File: config.mk
export PLATFORM = sky130hd
export DESIGN_NAME = cache_fill_fsm
export DESIGN_NICKNAME = d
export VERILOG_FILES = /design/src/rtl/cache_fill_fsm.sv
export SDC_FILE = /design/constraint.sdc
export NUM_CORES = 1
export LEC_CHECK = 0
export CAP_MARGIN = 25
export CELL_PAD_IN_SITES_DETAIL_PLACEMENT = 1
export CELL_PAD_IN_SITES_GLOBAL_PLACEMENT = 1
export CORE_ASPECT_RATIO = 2
export CORE_UTILIZATION = 35
export DETAILED_ROUTE_END_ITERATION = 6
export DONT_BUFFER_PORTS = 1
export PLACE_DENSITY = 0.58
export SLEW_MARGIN = 5
export SYNTH_ARGS = -nofsm -noshare
export SYNTH_HDL_FRONTEND = slang
export SYNTH_SLANG_ARGS = --single-unit
File: constraint.sdc
create_clock -name clk -period 2.54 [get_ports clk]
set_clock_uncertainty 0.15 [all_clocks]
set_input_delay 0.762 -clock clk [delete_from_list [all_inputs] [get_ports clk]]
set_output_delay 0.762 -clock clk [all_outputs]
set_load 0.01 [all_outputs]
File: src/rtl/cache_fill_fsm.sv
// D-cache miss fill controller: fetches one 16-byte block as eight word
// reads, strobes each returned word into the data array, then the tag.
module cache_fill_fsm #(
  parameter int ADDR_W = 16,
  parameter int WORDS  = 8,
  parameter int IDX_W  = 3
) (
  input  logic              clk,
  input  logic              rst,
  input  logic              miss_detected,
  input  logic [ADDR_W-1:0] miss_address,
  input  logic              memory_data_valid,
  output logic              fsm_busy,
  output logic              mem_read_en,
  output logic [ADDR_W-1:0] memory_address,
  output logic              write_data_array,
  output logic [IDX_W-1:0]  word_index,
  output logic              write_tag_array
);

  typedef enum logic {IDLE, FILL} state_t;

  localparam logic [IDX_W:0]   REQ_END  = (IDX_W+1)'(WORDS);
  localparam logic [IDX_W-1:0] LAST_IDX = IDX_W'(WORDS - 1);

  state_t            state_q, state_d;
  logic [ADDR_W-1:0] base_q, base_d;
  logic [IDX_W:0]    req_cnt_q, req_cnt_d;
  logic [IDX_W-1:0]  rcv_cnt_q, rcv_cnt_d;

  logic             in_fill;
  logic             req_pend;
  logic             rx;
  logic             last_rx;
  logic [IDX_W-1:0] slot;

  assign in_fill  = (state_q == FILL);
  assign req_pend = in_fill && (req_cnt_q < REQ_END);
  assign rx       = in_fill && memory_data_valid;
  assign last_rx  = rx && (rcv_cnt_q == LAST_IDX);

  // Offset stays inside the aligned block, so OR-ing never carries upward.
  assign slot = req_pend ? req_cnt_q[IDX_W-1:0] : LAST_IDX;

  assign fsm_busy         = !rst && (in_fill || miss_detected);
  assign mem_read_en      = req_pend;
  assign memory_address   = in_fill ?
    (base_q | {{(ADDR_W-IDX_W-1){1'b0}}, slot, 1'b0}) : '0;
  assign write_data_array = rx;
  assign word_index       = in_fill ? rcv_cnt_q : '0;
  assign write_tag_array  = last_rx;

  always_comb begin
    state_d   = state_q;
    base_d    = base_q;
    req_cnt_d = req_cnt_q;
    rcv_cnt_d = rcv_cnt_q;
    unique case (state_q)
      IDLE: begin
        if (miss_detected) begin
          base_d    = {miss_address[ADDR_W-1:IDX_W+1], {(IDX_W+1){1'b0}}};
          req_cnt_d = '0;
          rcv_cnt_d = '0;
          state_d   = FILL;
        end
      end
      FILL: begin
        if (req_pend) req_cnt_d = req_cnt_q + 1'b1;
        if (rx)       rcv_cnt_d = rcv_cnt_q + 1'b1;
        if (last_rx)  state_d   = IDLE;
      end
      default: state_d = IDLE;
    endcase
  end

  always_ff @(posedge clk or posedge rst) begin
    if (rst) begin
      state_q   <= IDLE;
      base_q    <= '0;
      req_cnt_q <= '0;
      rcv_cnt_q <= '0;
    end else begin
      state_q   <= state_d;
      base_q    <= base_d;
      req_cnt_q <= req_cnt_d;
      rcv_cnt_q <= rcv_cnt_d;
    end
  end

endmodule

==> impl_metrics.csv <==
group,metric,value,unit
die,initial_core_util,0.362,
critical_path,end_kind,"output port",
yosys,yosys.area.top_type,"dfrtp_1",
yosys,ys.flop_type,"dfrtp_1",
yosys,synthTopCellsByArea,"dfrtp_1 (47%), mux2_4 (13%), and2_1 (9.4%), mux2_2 (6.3%), ha_1 (3.5%)",
yosys,synth_most_common_cell,"dfrtp_1",
detailed_routing,wl_per_cell,16.3,um
place,dp_hpwl,1.41,mm
power,finalPower,1.40,mW
sta,setup_ws,0.366,ns
power,power.share.clock,0.174,
sta,hold_viol,0,
critical_path,cp_slowest_cell,"dfrtp_1",
power,internal_power,919,uW
yosys,ys_seq_elements,20,
critical_path,path_max_fanout,12,
global_route,grt_pass1_wl,3.09,mm
sta,worstMarginPinSlew,0.756,ns
die,io_pins,43,
power,leakage,0.507,nW
die,die_y,80.1,um
clock_tree,cts_tree,"built",
yosys,synth_cells,88,
cells_and_area,layout.nets,112,
clock_tree,cts.sinks,20,
global_route,grt_max_degree,21,
yosys,synth_common_cells,"dfrtp_1 (20), and2_1 (16), mux2_4 (9)",
yosys,yosysWarnings,0,
critical_path,cp_data_arrival_time,1.26,ns
die,die_area,3280,sq um
power,p_comb_frac,0.414,
sta,slew_violations,0,
detailed_routing,wl,1.93,mm
clock_tree,cts_hold_buf,0,
yosys,netlist_area,1070,sq um
yosys,synth_top_area_frac,0.469,
cells_and_area,syn_to_final_growth,5.28,%
yosys,yosysUniqueCellTypes,26,
yosys,async_reset_ff_frac,1.00,
yosys,synth_nets,111,
die,coreArea,2940,sq um
power,switching_share,0.345,
hold_path,hold_path.class,"register to register",
power,peakVddDrop,0.487,mV
power,p_per_area,1250,nW/um^2
clock_tree,post_cts_buffers,0,
global_route,grt_overflow,0,
cells_and_area,drive_gt1_frac,0.250,
die,die_w,41.0,um
detailed_routing,vias_per_cell,5.25,
critical_path,critPathKind,"register to output port",
sta,layout_min_cycle_time,2.17,ns
detailed_routing,vias,619,
global_route,antenna_found_initial,0,
critical_path,cpPeakStageDelay,0.49,ns
critical_path,worst_path_most_repeated_cell,"nor2_1",
die,row_count,28,
detailed_routing,initialDrtViolationCount,2,
clock_tree,clk_latency,0.26,ns
status,violations,"design-rule violations",
detailed_routing,drcViolationCount,1,
sta,tns,0,ns
clock_tree,cts_root_buf,"clkbuf_8",
sta,setup_viol,0,
power,switchingPower,484,uW
critical_path,crit_required,1.63,ns
critical_path,cp_top_family,"flip-flops",
critical_path,cp-start-kind,"register",
clock_tree,numCtsBuffers,3,
sta,rsz0062_at_grt,"false",
yosys,synth_edf_count,0,
place,gp_congestion,0.698,
status,status,"complete, but fails checks",
cells_and_area,fill_cells,331,
clock_tree,path_clk_slew,0.08,ns
place,port_buffers,0,
clock_tree,cts_max_level,1,
yosys,avgSynthCellArea,12.1,sq um
detailed_routing,firstDrtPassIters,5,
critical_path,crit_buf_inv,1,
sta,relSlewSlack,0.495,
global_route,grt.total_usage,0.137,
clock_tree,cts_resized,0,
place,pre_cts_slack,0.605,ns
critical_path,crit_chain,"buf_4 -> nor2_1 -> nor2_1",
sta,clock.fmax,0.460,GHz
sta,finalCritPeriodShare,0.856,
global_route,grt_pass1_vias,663,
clock_tree,cts_buffer_depth,2,
power,power_frac_seq,0.413,
cells_and_area,diodes,0,
yosys,ys_seq_area_frac,0.469,
detailed_routing,ant_nets,0,
run,drv_cap,0,
[cells in the final DEF, fill, tap and decap left out]
| cell | instances |
|---|---|
| nand2b_1 | 3 |
| xnor2_1 | 1 |
| mux2_4 | 9 |
| o21ai_0 | 2 |
| and2_1 | 16 |
| a21oi_1 | 2 |
| inv_1 | 1 |
| mux2_2 | 6 |
| a22o_1 | 1 |
| and2b_1 | 1 |
| nand2_1 | 2 |
| clkbuf_8 | 4 |
| nor3b_1 | 1 |
| ha_1 | 3 |
| and3_1 | 1 |
| o21a_1 | 3 |
| buf_4 | 2 |
| nor2_1 | 5 |
| nor2b_4 | 1 |
| a41oi_1 | 1 |
| mux2i_1 | 1 |
| a21o_1 | 1 |
| conb_1 | 1 |
| dfrtp_1 | 20 |
[cells by family (layout without fill, tap and decap cells)]
kind of cell             count (synthesis)  in the layout  synth area share
XOR/XNOR                                 1              1           0.00822
buffers and inverters                    7              7            0.0516
other                                    1              1           0.00352
multiplexers                            16             16             0.200
flip-flops                              20             20             0.469
AND/OR/NAND/NOR                         30             30             0.169
AO/OA/AOI/OAI                           10             10            0.0634
adder cells (fa/ha/maj)                  3              3            0.0352
[power groups by stage]
stage	clock (mW)	sequential, mW	combinational, mW
5_1_grt	0.262	0.607	0.656
4_1_cts	0.250	0.583	0.595
6_report	0.243	0.579	0.581
3_5_place_dp	0	0.588	0.591
3_3_place_gp	0	0.580	0.573
2_1_floorplan	0	0.545	0.550
[sequential cells by signal (all words and copies together), names as in the netlist]
signal / cells
base_q: 12
rcv_cnt_q: 3
req_cnt_q: 4
in_fill: 1
[final cells by class]
| type | count | area (sq um) | area share |
|---|---|---|---|
| multi-input combinational | 61 | 510 | 0.455 |
| sequential | 20 | 500 | 0.446 |
| clock buffer | 4 | 55.1 | 0.0491 |
| tap | 30 | 37.5 | 0.0334 |
| timing repair buffer | 2 | 15.0 | 0.0134 |
| inverter | 1 | 3.75 | 0.00334 |
[worst reg2reg max path: cells and delay by family (launching register included)]
kind                   cells  cell delay (ns)
buffers and inverters      1             0.22
DFF                        1             0.47
muxes                      1             0.40
and+or+nand+nor            1             0.43
[layer usage]
metal  wire length [um]  vias to the layer above  GRT usage
li1                   -                      292          -
met2                993                       23      0.202
met1                794                      299      0.182
met5                  0                        -          0
met3                 97                        5     0.0276
met4                 42                        0     0.0700
[path summary, 6_finish.rpt]
| check | slack [ns] | end | start | cells past startpoint |
|---|---|---|---|---|
| min in group asynchronous | 0.37 | req_cnt_q[2]$_DFFE_PP0P_ | rst | 1 |
| worst min register to register | 0.35 | base_q[14]$_DFFE_PP0P_ | base_q[14]$_DFFE_PP0P_ | 1 |
| worst min-delay path | 0.35 | base_q[14]$_DFFE_PP0P_ | base_q[14]$_DFFE_PP0P_ | 1 |
| worst max register to register | 0.76 | base_q[13]$_DFFE_PP0P_ | in_fill$_DFF_PP0_ | 3 |
| worst max-delay path | 0.37 | fsm_busy | in_fill$_DFF_PP0_ | 3 |
| max in group asynchronous | 1.40 | rcv_cnt_q[2]$_DFFE_PP0P_ | rst | 1 |
[per-stage QoR]
stage,instance area (sq um),instances,util,hold slack [ns]
after CTS,1120,118,0.381,0.357
final,1120,118,0.381,0.351
after global placement,1070,114,0.363,0.332
after detailed placement,1070,114,0.363,0.337
after floorplan,1070,88,-,0.323
after global routing,1120,118,0.381,0.368
(Power assumes the default switching activity.)
